## src/rtl/rr_decode_arbiter8.sv

```systemverilog
// Round-robin arbiter for 8 requesters with a registered one-hot grant,
// its 3-bit index, and a hold-timeout that forcibly revokes long grants.
module rr_decode_arbiter8 #(
  parameter int MAX_HOLD = 16,
  parameter int CNT_W    = 8
) (
  input  logic       clk,
  input  logic       rst_n,
  input  logic [7:0] req,
  input  logic       done,
  output logic [7:0] gnt,
  output logic [2:0] gnt_idx,
  output logic       gnt_valid,
  output logic       timeout
);

  typedef enum logic {
    IDLE,
    GRANT
  } state_e;

  localparam logic [CNT_W-1:0] HOLD_LAST = CNT_W'(MAX_HOLD - 1);

  state_e           state_q, state_d;
  logic [2:0]       ptr_q, ptr_d;
  logic [2:0]       idx_q, idx_d;
  logic [CNT_W-1:0] cnt_q, cnt_d;
  logic [7:0]       gnt_q, gnt_d;
  logic             timeout_q, timeout_d;

  logic [2:0] winner;
  logic [2:0] cand;
  logic       found;
  logic       req_any;
  logic       release_c;
  logic       expire_c;

  assign req_any   = |req;
  assign release_c = done | ~req[idx_q];
  assign expire_c  = (cnt_q == HOLD_LAST);

  // First set request at or above ptr, wrapping 7 -> 0.
  always_comb begin
    // NOTE: every combinational output gets a default first so no path leaves it unassigned (no latch).
    winner = '0;
    found  = 1'b0;
    cand   = '0;
    for (int i = 0; i < 8; i++) begin
      cand = ptr_q + 3'(i);
      if (!found && req[cand]) begin
        winner = cand;
        found  = 1'b1;
      end
    end
  end

  // State register plus the datapath registers that travel with it.
  always_ff @(posedge clk or negedge rst_n) begin
    // NOTE: sequential state uses non-blocking assignment so all registers update together at the edge.
    if (!rst_n) begin
      state_q   <= IDLE;
      ptr_q     <= '0;
      idx_q     <= '0;
      cnt_q     <= '0;
      gnt_q     <= '0;
      timeout_q <= 1'b0;
    end else begin
      state_q   <= state_d;
      ptr_q     <= ptr_d;
      idx_q     <= idx_d;
      cnt_q     <= cnt_d;
      gnt_q     <= gnt_d;
      timeout_q <= timeout_d;
    end
  end

  // Next-state logic: a release has priority over expiry, both return to IDLE.
  always_comb begin
    state_d = state_q;
    unique case (state_q)
      IDLE:    if (req_any) state_d = GRANT;
      GRANT:   if (release_c || expire_c) state_d = IDLE;
      default: state_d = IDLE;
    endcase
  end

  // Output / datapath next values.
  always_comb begin
    ptr_d     = ptr_q;
    idx_d     = idx_q;
    cnt_d     = cnt_q;
    gnt_d     = gnt_q;
    timeout_d = 1'b0;
    unique case (state_q)
      IDLE: begin
        if (req_any) begin
          idx_d = winner;
          gnt_d = 8'b1 << winner;
          cnt_d = '0;
        end
      end
      GRANT: begin
        if (release_c || expire_c) begin
          gnt_d     = '0;
          ptr_d     = idx_q + 3'd1;
          timeout_d = ~release_c;
        end else begin
          cnt_d = cnt_q + CNT_W'(1);
        end
      end
      default: begin
        gnt_d = '0;
      end
    endcase
  end

  assign gnt       = gnt_q;
  assign gnt_idx   = idx_q;
  assign gnt_valid = (state_q == GRANT);
  assign timeout   = timeout_q;

endmodule

```

## config.mk

```make
export PLATFORM = sky130hd
export DESIGN_NAME = rr_decode_arbiter8
export DESIGN_NICKNAME = d
export VERILOG_FILES = /design/src/rtl/rr_decode_arbiter8.sv
export SDC_FILE = /design/constraint.sdc
export NUM_CORES = 1
export LEC_CHECK = 0
export CORE_AREA = 2 2 93 95
export DETAILED_ROUTE_END_ITERATION = 12
export DIE_AREA = 0 0 95 97
export SETUP_SLACK_MARGIN = 0.2
export SLEW_MARGIN = 20
export SYNTH_ARGS = -nofsm -noshare
export SYNTH_HDL_FRONTEND = slang
export SYNTH_SLANG_ARGS = --single-unit
```

## constraint.sdc

```tcl
create_clock -name clk -period 9.2 [get_ports clk]
set_clock_uncertainty 0.05 [all_clocks]
set_input_delay 1.84 -clock clk [delete_from_list [all_inputs] [get_ports clk]]
set_output_delay 1.84 -clock clk [all_outputs]
set_load 0.01 [all_outputs]
```

Word-level counts from Yosys, hierarchy flattened
Index checks and enable logic that the tools add are counted.
Storage, ports and cells
  memory bits (writable): 0
  latch bits: 0
  input bits: 11
  memories: 0
  bits in read-only memories: 0
  register bits: 24
Operators by class
  equality and inequality tests: 4
  multiplexer cells: 44
  add/subtract/negate cells: 9
  magnitude comparators: 9
  shifts and indexed selects: 1
  $mul: 0
  bitwise logic cells: 4
  reduce and logical (&&, ||, !) cells: 20
  div/mod/pow operators: 0
Operators with widths (count)
  $lt 3x4->1 const B: 9
  $mux 8: 4
  $pmux 8 s2: 2
  $bmux 1 s3: 9
  $mux 3: 8
  $mux 1: 20
  $add 3x3->3 const B: 4
  $add 8x1->8 const B: 1
  $eq 8x4->1 const B: 1
  $reduce_and 2->1: 4
  $reduce_or 8->1: 1
  $shl 1x3->8 const A: 1
  $logic_and 1x1->1: 7
  $logic_not 1->1: 7
  $add 3x1->3 const B: 2
  $add 3x2->3 const B: 2
  $ne 2x2->1 const B: 2
  $not 1->1: 3
  $ne 2x1->1 const B: 1
  $pmux 1 s2: 1
  $logic_or 1x1->1: 1
  $or 1x1->1: 1

Depth between registers and ports, before layout
Gate-level depths: netlist of the first run.
  depth after elaboration: 27
  gate-level depth with buffers: 12
  gate-level depth less buffers: 9

Worst setup path before layout of the first run
OpenSTA, ideal clock, no wires.
  path type: in2reg
  start: input port req[4]
  end: register gnt_q[2], in the netlist gnt[2]
  data arrival time: 3.716 ns
  slack: 5.312 ns
  setup time: 0.122 ns
  stages: 7
  cells stage by stage: mux4_1 mux2_4 a21o_1 a221oi_2 o31ai_2 and2_4 a32o_1
On the way
  cells in the longest elaborated chain, start to end: 27
  elaborated cells between the ends (all ways): 57
RTL lines
  start: declaration: RTL line 9  | input logic [7:0] req,
  $bmux 1 s3: RTL line 50  | if (!found && req[cand]) begin
  $mux 1 (not written as such): RTL line 50
  $mux 1: RTL line 50
  $logic_not 1->1: RTL line 50
  $logic_and 1x1->1: RTL line 50
  $mux 1: RTL line 50
  $logic_not 1->1: RTL line 50
  $logic_and 1x1->1: RTL line 50
  [... 11 more ...]
  $logic_and 1x1->1: RTL line 50
  $mux 1: RTL line 50
  $logic_not 1->1: RTL line 50
  $logic_and 1x1->1: RTL line 50
  $mux 3: RTL line 50
  $shl 1x3->8: RTL line 98  | gnt_d = 8'b1 << winner;
  $mux 8: RTL line 96  | if (req_any) begin
  $pmux 8 s2: RTL line 94  | unique case (state_q)
  end signal: assignment: RTL line 72  | gnt_q <= gnt_d;
  end: declaration: RTL line 28  | logic [7:0] gnt_q, gnt_d;
Parallel ways exist; a longest one is shown, timed or not. The select of a mux whose other input is x is not followed.
A chain may end at the register's enable or synchronous reset.

Final worst setup path of the first run
  start: input port req[5]
  end: register gnt_q[1], in the netlist gnt[1]
The elaborated chain is that of the path after synthesis.

==> results.sh, run 1 <==
export IMPL_dieArea_mm2=0.00922
export IMPL_worst_path_max_fanout=8
export IMPL_row_count=33
export IMPL_total_switching_power_mw=0.439
export IMPL_via_per_inst=5.18
export IMPL_fmax_ghz=0.229
export IMPL_post_cts_resized=0
export IMPL_io_buffers=23
export IMPL_yosys_most_used_dff="sky130_fd_sc_hd__dfrtp_1"
export IMPL_hpwlAfterDp_um=3660
export IMPL_synth_top_cell_area_share_pct=29.9
export IMPL_timing_critical_path_depth=8
export IMPL_yosysWarningCount=0
export IMPL_post_route_util_pct=29.1
export IMPL_design_final_nets=232
export IMPL_post_cts_repair_setup_buffers=0
export IMPL_cts_hold_buffers_added=0
export IMPL_holdPathStages=1
export IMPL_drt_drc_violations_left=0
export IMPL_r2r_worst_path_cells=9
export IMPL_comb_power_share_pct=71.3
export IMPL_synth_seq_area_share_pct=29.9
export IMPL_peakVddDrop_uv=104
export IMPL_antenna_cells=0
export IMPL_worstSkewPairLatency_ns=0.26
export IMPL_power_density_mw_per_mm2=380
export IMPL_drt_initial_drc_count=94
export IMPL_synth_area_top_cells="sky130_fd_sc_hd__dfrtp_1, sky130_fd_sc_hd__mux4_2, sky130_fd_sc_hd__mux4_1"
export IMPL_routed_via_count=1658
export IMPL_worst_hold_path_type="flip-flop to flip-flop"
export IMPL_tritoncts="built"
export IMPL_final_hold_viol_count=0
export IMPL_avgRoutedWirePerCell_um=15.2
export IMPL_cts_clk_slew_worst_paths_ns=0.07
export IMPL_die_width_um=95
export IMPL_grt_pass1_wl_um=8360
export IMPL_synthToLayoutAreaGrowth_pct=17.9
export IMPL_async_flop_share_pct=100
export IMPL_run_status="complete, no violations"
export IMPL_antenna_violations_before_repair=0
export IMPL_floorplan_io_pins=24
export IMPL_synth_enable_flop_cells=0
export IMPL_core_region_area_mm2=0.00813
export IMPL_worst_pin_slew_ns=0.853
export IMPL_cellLeakagePower_nw=0.913
export IMPL_timing_final_crit_period_ns=4.37
export IMPL_critical_path_slowest_cell="sky130_fd_sc_hd__mux4_1"
export IMPL_internal_power_contribution_mw=0.461
export IMPL_first_pass_iters=4
export IMPL_flop_pwr_share_pct=22.0
export IMPL_setup_total_negative_slack_ns=0
export IMPL_clock_sink_count=24
export IMPL_drv_slew=0
export IMPL_cap_viol_max_count=0
export IMPL_maxSlewHeadroom_pct=43.1
export IMPL_critical_path_startpoint_type="input pin"
export IMPL_worstPathRequired_ns=9.35
export IMPL_h_tree_depth=1
export IMPL_crit_path_cell_chain="clkdlybuf4s50_1 > mux4_1 > a21oi_1 > a32o_2 > and4_1 > a31oi_1 > o22ai_1 > a32o_1"
export IMPL_placed_area_mm2=0.00233
export IMPL_clock_path_buffers=2
export IMPL_synth_largest_area_cell="sky130_fd_sc_hd__dfrtp_1"
export IMPL_rsz0062_at_grt="no"
export IMPL_detail_route_antenna_nets=0
export IMPL_synthesis_nets=211
export IMPL_critPathCaptureType="flip-flop"
export IMPL_synthDistinctLibCells=51
export IMPL_power_switching_fraction_pct=48.8
export IMPL_die_height_um=97
export IMPL_timing_final_crit_share_pct=47.5
export IMPL_global_routing_usage_summed_across_all_routing_layers_pct=11.1
export IMPL_fin_hold_ws_ns=0.458
export IMPL_initial_core_util_pct=24.7
export IMPL_grt_start_max_net_pins=25
export IMPL_routed_wirelength_um=4870
export IMPL_report_final_setup_viol=0
export IMPL_worst_path_top_cell_family_by_delay="compound AO/OA/AOI/OAI gates"
export IMPL_synth_seq_cells=24
export IMPL_gpl_congestion=0.840
export IMPL_synth_avg_cell_area_um2=10.2
export IMPL_number_of_buffers_created_by_cts=3
export IMPL_drive_above_1_share_pct=14.0
export IMPL_grt_pass1_vias=1662
export IMPL_final_design_area_no_fill_mm2=0.00237
export IMPL_worst_path_largest_cell_delay_ns=0.67
export IMPL_synthesis_area_mm2=0.00201
export IMPL_grt_remaining_overflow=0
export IMPL_share_clk_of_total_power_pct=6.7
export IMPL_setup_worst_path_class="input pin to flip-flop"
export IMPL_crit_arrival_ns=4.52
export IMPL_critPathBufInv=1
export IMPL_clock_root_buffer="sky130_fd_sc_hd__clkbuf_8"
export IMPL_post_synth_inst_count=196
[power by group through the flow]
stage / combinational (mW) / sequential, mW / clock, mW
2_1_floorplan: 0.513 / 0.168 / 0
6_report: 0.641 / 0.198 / 0.0603
3_5_place_dp: 0.635 / 0.201 / 0
3_3_place_gp: 0.631 / 0.200 / 0
4_1_cts: 0.640 / 0.199 / 0.0646
5_1_grt: 0.706 / 0.206 / 0.0666
[flip-flops by register name, indices dropped and copies added (netlist names)]
register	count
cnt_q	8
ptr_q	3
gnt	8
gnt_idx	3
gnt_valid	1
timeout	1
[layer usage]
metal | vias to the layer above | part of all wire (%) | GRT usage (%)
met3 | 4 | 2.9 | 1.32
met1 | 825 | 47 | 15.1
li1 | 799 | - | -
met4 | 0 | 0.72 | 2.45
met2 | 30 | 49 | 18.8
met5 | - | 0 | 0
[synth_stat cells, drive strengths merged (2+ instances only)]
library cell / n
o31ai: 2
clkbuf: 2
nand3: 8
nor3: 3
nor3b: 2
a21oi: 8
a31oi: 5
and2: 3
nand2: 18
o21ai: 8
mux2i: 14
inv: 6
ha: 4
buf: 5
dfrtp: 24
nor2: 16
a32o: 9
a21o: 2
mux4: 12
mux2: 9
nand2b: 5
xnor2: 8
nor4: 4
o211ai: 2
nand3b: 2
[area by class of cell]
| class | instances | area [µm²] |
|---|---|---|
| multi-input cells | 158 | 1340 |
| clock buffers | 3 | 41.3 |
| repair buffers | 23 | 225 |
| inverters | 7 | 26.3 |
| flip-flops and latches | 24 | 601 |
| fillers | 820 | 5770 |
| well taps | 105 | 131 |
[worst paths after layout]
| check | from | end | slack, ns |
|---|---|---|---|
| max in group asynchronous | rst_n | gnt[2] | 7.22 |
| worst max-delay path | req[5] | gnt[1] | 4.83 |
| worst min register to register | gnt[3] | gnt[3] | 0.46 |
| worst min-delay path | gnt[3] | gnt[3] | 0.46 |
| worst max register to register | ptr_q[1] | gnt[1] | 5.40 |
| min in group asynchronous | rst_n | cnt_q[7] | 1.51 |
[per-stage QoR]
| stage | setup WS, ns | total power, mW | cells |
|---|---|---|---|
| floorplan | 5.31 | 0.681 | 196 |
| global placement | 4.62 | 0.831 | 317 |
| detailed placement | 4.58 | 0.835 | 317 |
| CTS | 4.87 | 0.904 | 320 |
| global route | 4.63 | 0.978 | 320 |
| finish | 4.83 | 0.899 | 320 |
[logic make-up after synthesis]
kind of cell             after synthesis  share of synthesized area, %
AND/OR/NAND/NOR                       66                          16.4
AO/OA/AOI/OAI                         44                          16.6
multiplexers                          35                          27.4
flip-flops                            24                          29.9
buffers and inverters                 14                          3.24
XOR/XNOR                               9                          3.93
adder cells (fa/ha/maj)                4                          2.49
[cell usage in the layout, fill, tap and decap left out, types with 4 or more instances in the layout]
cell type	count
sky130_fd_sc_hd__dfrtp_1	24
sky130_fd_sc_hd__clkdlybuf4s50_1	22
sky130_fd_sc_hd__nand2_1	18
sky130_fd_sc_hd__nor2_1	15
sky130_fd_sc_hd__mux2i_1	12
sky130_fd_sc_hd__nand3_1	8
sky130_fd_sc_hd__mux2_2	8
sky130_fd_sc_hd__xnor2_1	8
sky130_fd_sc_hd__a32o_1	8
sky130_fd_sc_hd__mux4_2	7
sky130_fd_sc_hd__a21oi_1	7
sky130_fd_sc_hd__o21ai_0	7
sky130_fd_sc_hd__inv_1	6
sky130_fd_sc_hd__nand2b_1	5
sky130_fd_sc_hd__mux4_1	5
sky130_fd_sc_hd__a31oi_1	5
sky130_fd_sc_hd__nor4_1	4
sky130_fd_sc_hd__ha_1	4
No activity file was read; power rests on OpenSTA's default activity.
==> inputs of run 2 (changes only) <==
==> constraint.sdc (replaced) <==
create_clock -name clk -period 4.05 [get_ports clk]
set_clock_uncertainty 0.05 [all_clocks]
set_input_delay 0.81 -clock clk [delete_from_list [all_inputs] [get_ports clk]]
set_output_delay 0.81 -clock clk [all_outputs]
set_load 0.01 [all_outputs]
==> run 2 against run 1 <==
Compared with the run above: clock power increased to 2.6 times the previous value; first-iteration DRC count decreased by 30%; register-to-register slack got worse by 4.4 ns; critical path depth unchanged; largest cell class unchanged; highest routed layer unchanged.
==> results.sh, run 2 (synthesized netlist as in run 1, its figures left out) <==
export IMPL_r2r_worst_path_cells=10
export IMPL_io_buffers=23
export IMPL_grt_most_used_layer="met2"
export IMPL_critPathCapture="gnt[1]"
export IMPL_global_route_usage_met2_pct=18.7
export IMPL_post_cts_resized=0
export IMPL_initial_core_util_pct=24.7
export IMPL_clock_sink_count=24
export IMPL_critical_path_slowest_cell="sky130_fd_sc_hd__mux4_1"
export IMPL_h_tree_depth=1
export IMPL_timing_rr_end="gnt[2]"
export IMPL_post_route_util_pct=29.7
export IMPL_final_hold_viol_count=0
export IMPL_placed_area_mm2=0.00236
export IMPL_tritoncts="built"
export IMPL_gpl_congestion=0.897
export IMPL_cts_hold_buffers_added=0
export IMPL_final_cell_mix="sky130_fd_sc_hd__dfrtp_1, sky130_fd_sc_hd__clkdlybuf4s50_1, sky130_fd_sc_hd__nand2_1"
export IMPL_avgRoutedWirePerCell_um=14.6
export IMPL_cellLeakagePower_nw=0.944
export IMPL_worstSkewPairLatency_ns=0.26
export IMPL_comb_power_share_pct=73.2
export IMPL_worst_path_max_fanout=8
export IMPL_final_design_area_no_fill_mm2=0.00242
export IMPL_drt_drc_violations_left=0
export IMPL_clock_root_buffer="sky130_fd_sc_hd__clkbuf_8"
export IMPL_power_density_mw_per_mm2=866
export IMPL_drv_slew=0
export IMPL_die_width_um=95
export IMPL_worst_pin_slew_ns=0.696
export IMPL_final_instance_count_excl_fill=326
export IMPL_run_status="complete, no violations"
export IMPL_dieArea_mm2=0.00922
export IMPL_setup_worst_path_class="input pin to flip-flop"
export IMPL_worst_hold_path_type="flip-flop to flip-flop"
export IMPL_critical_path_startpoint_type="input pin"
export IMPL_reg2reg_from="ptr_q[0]"
export IMPL_timing_critical_path_depth=8
export IMPL_floorplan_io_pins=24
export IMPL_report_final_setup_viol=0
export IMPL_detail_route_antenna_nets=0
export IMPL_hpwlAfterDp_um=3680
export IMPL_post_cts_repair_setup_buffers=0
export IMPL_grt_pass1_wl_um=7870
export IMPL_antenna_cells=0
export IMPL_share_clk_of_total_power_pct=7.4
export IMPL_design_final_nets=237
export IMPL_cap_viol_max_count=0
export IMPL_total_switching_power_mw=0.994
export IMPL_antenna_violations_before_repair=0
export IMPL_fmax_ghz=0.297
export IMPL_number_of_buffers_created_by_cts=3
export IMPL_flop_pwr_share_pct=19.4
export IMPL_grt_pass1_vias=1572
export IMPL_grt_start_max_net_pins=25
export IMPL_report_power_total_mw=2.09
export IMPL_drive_above_1_share_pct=16.3
export IMPL_drt_initial_drc_count=66
export IMPL_setup_total_negative_slack_ns=0
export IMPL_row_count=33
export IMPL_first_element_of_the_critical_path="req[4]"
export IMPL_die_height_um=97
export IMPL_internal_power_contribution_mw=1.10
export IMPL_crit_arrival_ns=3.52
export IMPL_routed_wirelength_um=4770
export IMPL_timing_final_crit_period_ns=3.37
export IMPL_rsz0062_at_grt="no"
export IMPL_groute_layer_met1_usage_pct=14.3
export IMPL_crit_path_cell_chain="clkdlybuf4s50_1 > mux4_1 > a21oi_1 > a32o_2 > and4_1 > a31oi_1 > o22ai_1 > a32o_1"
export IMPL_worst_path_top_cell_family_by_delay="compound AO/OA/AOI/OAI gates"
export IMPL_core_region_area_mm2=0.00813
export IMPL_maxSlewHeadroom_pct=53.3
export IMPL_placed_cells=322
export IMPL_peakVddDrop_uv=248
export IMPL_critPathCaptureType="flip-flop"
export IMPL_most_common_cell_after_layout_fill_and_taps_aside="sky130_fd_sc_hd__dfrtp_1"
export IMPL_worst_r2r_setup_slack_ns=0.97
export IMPL_timing_final_crit_share_pct=83.2
export IMPL_cts_clk_slew_worst_paths_ns=0.07
export IMPL_via_per_inst=5.08
export IMPL_routed_via_count=1656
export IMPL_clock_path_buffers=2
export IMPL_worstPathRequired_ns=4.20
export IMPL_grt_remaining_overflow=0
export IMPL_grt_util_met3_pct=0.857
export IMPL_synthToLayoutAreaGrowth_pct=20.4
export IMPL_power_switching_fraction_pct=47.5
export IMPL_first_pass_iters=4
export IMPL_critPathBufInv=1
export IMPL_global_routing_usage_summed_across_all_routing_layers_pct=10.7
export IMPL_worst_path_largest_cell_delay_ns=0.70
==> run 2: how the worst min path moves through the flow <==
stage          cells past startpoint      from  slack, ns  endpoint
2_1_floorplan                      1  cnt_q[1]       0.45  cnt_q[1]
3_3_place_gp                       1    gnt[5]       0.44    gnt[5]
3_5_place_dp                       1    gnt[3]       0.43    gnt[3]
4_1_cts                            1    gnt[3]       0.45    gnt[3]
5_1_grt                            1    gnt[5]       0.48    gnt[5]
6_report                           1    gnt[3]       0.45    gnt[3]
==> run 2: power groups by stage <==
stage                     Combinational, mW  Clock (mW)  Sequential, mW
final                                  1.53       0.156           0.406
after global routing                   1.70       0.174           0.424
after CTS                              1.54       0.164           0.411
after detailed placement               1.53           0           0.415
after global placement                 1.52           0           0.416
after floorplan                        1.17           0           0.382
==> run 2: worst register-to-register path, cell delays in order (launching register included) <==
cell and delay, ns:
sky130_fd_sc_hd__dfrtp_1 0.56, sky130_fd_sc_hd__inv_1 0.08, sky130_fd_sc_hd__ha_1 0.33, sky130_fd_sc_hd__buf_4 0.19, sky130_fd_sc_hd__mux4_2 0.39, sky130_fd_sc_hd__mux2_4 0.32, sky130_fd_sc_hd__a21o_1 0.19, sky130_fd_sc_hd__a221oi_2 0.28
sky130_fd_sc_hd__o31ai_2 0.12, sky130_fd_sc_hd__and2_4 0.19, sky130_fd_sc_hd__a32o_1 0.25
==> run 2: per-stage QoR <==
stage | setup slack, ns | hold slack, ns
4_1_cts | 0.723 | 0.455
3_5_place_dp | 0.440 | 0.434
6_report | 0.678 | 0.447
3_3_place_gp | 0.486 | 0.443
2_1_floorplan | 1.04 | 0.451
5_1_grt | 0.496 | 0.479
==> run 2: routing by layer <==
layer	up-vias	share of wire [%]
met1	811	46
met5	-	0
li1	810	-
met3	2	2.7
met4	0	0.48
met2	33	51
==> run 2: cell type report <==
class,instances,area (µm²)
clock buffers,4,55.1
multi-input cells,158,1340
flip-flops and latches,24,601
well taps,105,131
fillers,806,5720
repair buffers,28,263
inverters,7,26.3
==> edit 1: new RTL, config.mk and constraints of run 2 <==
Remove the register `timeout_q`: a continuous assignment takes its place, so the output `timeout` follows one clock earlier.
--- a/src/rtl/rr_decode_arbiter8.sv
+++ b/src/rtl/rr_decode_arbiter8.sv
@@ -65,3 +65,2 @@
       gnt_q     <= '0;
-      timeout_q <= 1'b0;
     end else begin
@@ -72,5 +71,6 @@
       gnt_q     <= gnt_d;
-      timeout_q <= timeout_d;
     end
   end
+
+  assign timeout_q = timeout_d;
 
Behaviour: no difference found for any inputs over 10 cycles, from zero or initial values and one cycle with rst_n low; that may be too few to reach the edited logic, so the function may still have changed.
==> edit 1 against run 2 <==
  * Count of clock-buffer cells in the layout shrank 1
  * Routed wire length increased by 6.8%
  * Sequential cell count down 1
  * Critical path depth down 1
  * Setup slack worse by 280 ps
  * Power increased by 5.8%
  * Area after synthesis increased by 3.6%
  * Cell area increased by 1.8%
  * Worst hold slack got worse by 9.1 ps
==> edit 1: results (changes against run 2) <==
port_buffers: 23  # unchanged
hpwl_mm: 3.91  # was 3.68 mm
use_met3: 0.00857  # unchanged
power.leakage_nw: 0.925  # was 0.944 nW
synth_xor_area_frac: 0.0373  # was 0.0393
synth.net_count: 224  # was 211
gr-usage-met1: 0.160  # was 0.143
dr_wl_met2_mm: 2.53  # was 2.44 mm
grt_pass1_vias: 1789  # was 1,572
grtUsageMet2: 0.197  # was 0.187
num_antenna_cells: 0  # unchanged
synthTopCellsByCount: "23 x dfrtp_1, 19 x nor2_1, 18 x nand2_1"  # was 24 x dfrtp_1, 18 x nand2_1, 15 x nor2_1
async_flop_share: 1.00  # unchanged
routed_via_density: 5.25  # was 5.08
synth_compound_area_frac: 0.190  # was 0.166
synthMuxAreaShare: 0.274  # about the same
status: "finished clean"  # unchanged
grt_pass1_wl_mm: 8.76  # was 7.87 mm
synth_fa_ha_area_frac: 0.0241  # was 0.0249
drive_gt1_frac: 0.177  # was 0.163
synth_edf_count: 0  # unchanged
dp_cells: 332  # was 322
gp_congestion: 0.893  # was 0.897
met1_length_mm: 2.34  # was 2.17 mm
crit_arrival_ps: 2790  # was 3520 ps
met3_length_um: 134  # was 127 um
whs_path_depth: 2  # was 1
dr.max_layer_used: "met4"  # unchanged
avgSynthCellArea_um2: 9.95  # was 10.2 um2
synth_top_area_frac: 0.277  # was 0.299
root_buffer: "clkbuf_8"  # unchanged
ir_worst_vdd_v: 0.000343  # was 0.000248 V
r2r_slack_ps: 700  # was 970 ps
wl_per_cell_um: 15.2  # was 14.6 um
r2r-start: "ptr_q[1]"  # was ptr_q[0]
slew_headroom: 0.551  # was 0.533
clk_pin_slew_worst_paths_ps: 80
dr_total_vias: 1763  # was 1,656
worstHoldEndpoint: "gnt[5]"  # was gnt[3]
worstHoldStart: "gnt[5]"  # was gnt[3]
hold_path_class: "flop to flop"  # unchanged
numCtsBuffers: 3  # unchanged
htree_levels: 1  # unchanged
cts_buffer_depth: 2  # unchanged
grt_max_degree: 24  # was 25
r2r_cells: 9  # was 10
r2r-end: "gnt[7]"  # was gnt[2]
synthTopCellsByArea: "dfrtp_1 28%, mux4_2 14%, mux2_2 7.0%, mux2i_1 4.3%, nor2_1 3.4%"  # was dfrtp_1 30%, mux4_2 7.9%, mux4_1 6.5%, mux2i_1 6.0%, mux2_2 4.5%
nets: 247  # was 237
grt_usage: 0.117  # was 0.107
yosysSeqAreaShare: 0.277  # was 0.299
first_iter_violations: 119  # was 66
fillers: 848  # was 806
## edit 1: report_power, final
group | switching, mW | total, mW | internal, mW
Sequential | 0.113 | 0.412 | 0.299
Clock | 0.0750 | 0.144 | 0.0688
Combinational | 0.868 | 1.66 | 0.791
## edit 1: cell families (layout without fill, tap and decap cells)
group | count (synthesis) | after routing
AND/OR/NAND/NOR | 67 | 67
AO/OA/AOI/OAI | 54 | 54
multiplexers | 37 | 37
flip-flops | 23 | 23
buffers and inverters | 16 | 38
XOR/XNOR | 8 | 8
adder cells (fa/ha/maj) | 4 | 4
## edit 1: stage by stage
step	util	hold slack, ps	power, mW	cell area (um2)	setup slack, ps
2_1_floorplan	-	451	1.67	2080	883
6_report	0.303	437	2.22	2460	401
4_1_cts	0.303	444	2.22	2470	409
5_1_grt	0.303	477	2.41	2460	305
3_3_place_gp	0.297	426	2.06	2420	428
3_5_place_dp	0.297	424	2.06	2420	424
## edit 1: worst max-delay path by stage
| stage | from | endpoint | depth (start not counted) |
|---|---|---|---|
| floorplan | ptr_q[1] | gnt[4] | 11 |
| global placement | req[5] | timeout | 7 |
| detailed placement | req[0] | timeout | 7 |
| CTS | req[7] | timeout | 7 |
| global route | req[0] | timeout | 7 |
| finish | req[7] | timeout | 7 |
## edit 1: critical path: stages
cell and delay (ps):
clkdlybuf4s50_1 540, mux4_2 530, mux2i_1 220, nor2_1 80, nand2_1 90, nor2_1 50
clkdlybuf4s50_1 470
## edit 1: cell type report
class | instances | area share
Clock buffer | 3 | 0.0168
Clock inverter | 1 | 0.00203
Inverter | 6 | 0.00915
Multi-Input combinational cell | 170 | 0.578
Sequential cell | 23 | 0.234
Tap cell | 105 | 0.0534
Timing Repair Buffer | 28 | 0.107
==> edit 2: new RTL, config.mk and constraints of run 2 <==
Made on the original files. `CNT_W`: 8 -> 6.
--- a/src/rtl/rr_decode_arbiter8.sv
+++ b/src/rtl/rr_decode_arbiter8.sv
@@ -4,3 +4,3 @@
   parameter int MAX_HOLD = 16,
-  parameter int CNT_W    = 8
+  parameter int CNT_W    = 6
 ) (
Function: no difference found for any inputs over 10 cycles, from zero or initial values and one cycle with rst_n low; that may be too few to reach the edited logic, so the function may still have changed.
==> edit 2 against run 2 <==
  * Routed wire length decreased by 13%
  * Setup slack improved by 120 ps
  * Cell area decreased by 10%
  * Power about the same
  * Sequential share of layout area increased by 0.56 points
  * Via count decreased by 12%
  * Area after synthesis decreased by 12%
  * Sequential cell count decreased by 2
  * Critical endpoint is now gnt[2]
  * Largest power group unchanged
==> edit 2: results (changes against run 2) <==
stdcell_count: 294  # was 326
first_iter_violations: 185  # was 66
met3_length_um: 153  # was 127 um
max_stage_delay_ps: 660  # was 700 ps
cts_resized: 0  # unchanged
synth.distinct_cells: 49  # was 51
dr.max_layer_used: "met4"  # unchanged
dr_wl_met2_mm: 2.18  # was 2.44 mm
hpwl_mm: 3.22  # was 3.68 mm
crit_arrival_ps: 3350  # was 3520 ps
drive_gt1_frac: 0.180  # was 0.163
power.leakage_nw: 0.838  # was 0.944 nW
fillers: 837  # was 806
synth.net_count: 180  # was 211
hold_path_class: "primary input to async pin"  # was flop to flop
async_flop_share: 1.00  # unchanged
root_buffer: "clkbuf_8"  # unchanged
met1_length_mm: 1.79  # was 2.17 mm
cp_max_fo: 7  # was 8
grt_pass1_wl_mm: 6.85  # was 7.87 mm
nets: 205  # was 237
place_area_um2: 2120  # was 2360 um2
place_ws_ps: 561  # was 440 ps
gp_congestion: 0.848  # was 0.897
crit_family: "multiplexers"  # was compound AO/OA/AOI/OAI gates
multi_input_area_um2: 1170  # was 1340 um2
status: "finished clean"  # unchanged
worst_pin_slew_ps: 628  # was 696 ps
grt_usage: 0.0914  # was 0.107
r2r_cells: 9  # was 10
ir_worst_vdd_v: 0.000253  # was 0.000248 V
avgSynthCellArea_um2: 10.8  # was 10.2 um2
grt_pass1_vias: 1372  # was 1,572
synthTopCellsByCount: "22 x dfrtp_1, 19 x nand2_1, 12 x nor2_1"  # was 24 x dfrtp_1, 18 x nand2_1, 15 x nor2_1
yosysSeqAreaShare: 0.310  # was 0.299
p_sw_mw: 1.01  # was 0.994 mW
dr_total_vias: 1464  # was 1,656
wl_per_cell_um: 14.2  # was 14.6 um
crit_slowest_cell: "mux4_1"  # unchanged
synthTopCellsByArea: "dfrtp_1 31%, mux4_2 10%, mux4_1 5.9%, a32o_1 5.1%, nand2_1 4.0%"  # was dfrtp_1 30%, mux4_2 7.9%, mux4_1 6.5%, mux2i_1 6.0%, mux2_2 4.5%
grt_max_degree: 23  # was 25
whs_ps: 460  # was 447 ps
r2r_slack_ps: 1040  # was 970 ps
antenna_found_initial: 0  # unchanged
edit 2: cell count changes after synthesis, moves of 3 or more:
cell      before  now
a31oi_1        5    0
buf_2          4    1
mux2_2         8    5
mux2i_1       12    6
nand2b_1       5    1
nor2_1        15   12
nor3_1         3    0
o21ai_0        7   10
xnor2_1        8    2
edit 2: power groups by stage:
stage          clock network, mW  registers (mW)  logic, mW
3_5_place_dp                   0           0.378       1.56
6_report                   0.155           0.371       1.57
5_1_grt                    0.169           0.384       1.72
3_3_place_gp                   0           0.376       1.55
2_1_floorplan                  0           0.364       1.23
4_1_cts                    0.159           0.373       1.57
edit 2: layout make-up:
type / instances / share of cell area
multi-input combinational: 132 / 0.539
sequential: 22 / 0.254
timing repair buffer: 25 / 0.111
tap: 105 / 0.0606
clock buffer: 4 / 0.0254
inverter: 6 / 0.0104
edit 2: logic make-up after synthesis:
kind of cell | count (synthesis) | share of synthesized area
AO/OA/AOI/OAI | 43 | 0.183
XOR/XNOR | 6 | 0.0444
adder cells (fa/ha/maj) | 4 | 0.0282
buffers and inverters | 11 | 0.0324
flip-flops | 22 | 0.310
multiplexers | 26 | 0.255
AND/OR/NAND/NOR | 53 | 0.147
edit 2: worst max path at each step:
stage               startpoint  endpoint  slack, ps  depth (start not counted)
CTS                     req[3]    gnt[2]        840                          8
global route            req[6]    gnt[6]        720                          8
finish                  req[3]    gnt[2]        800                          8
floorplan             ptr_q[1]    gnt[0]       1070                         11
detailed placement      req[3]    gnt[2]        560                          8
global placement        req[3]    gnt[2]        550                          8
edit 2: routing by layer:
layer  track usage  up-vias
li1              -      688
met1         0.121      731
met2         0.161       39
met3        0.0117        6
met4        0.0134        0
met5             0        -
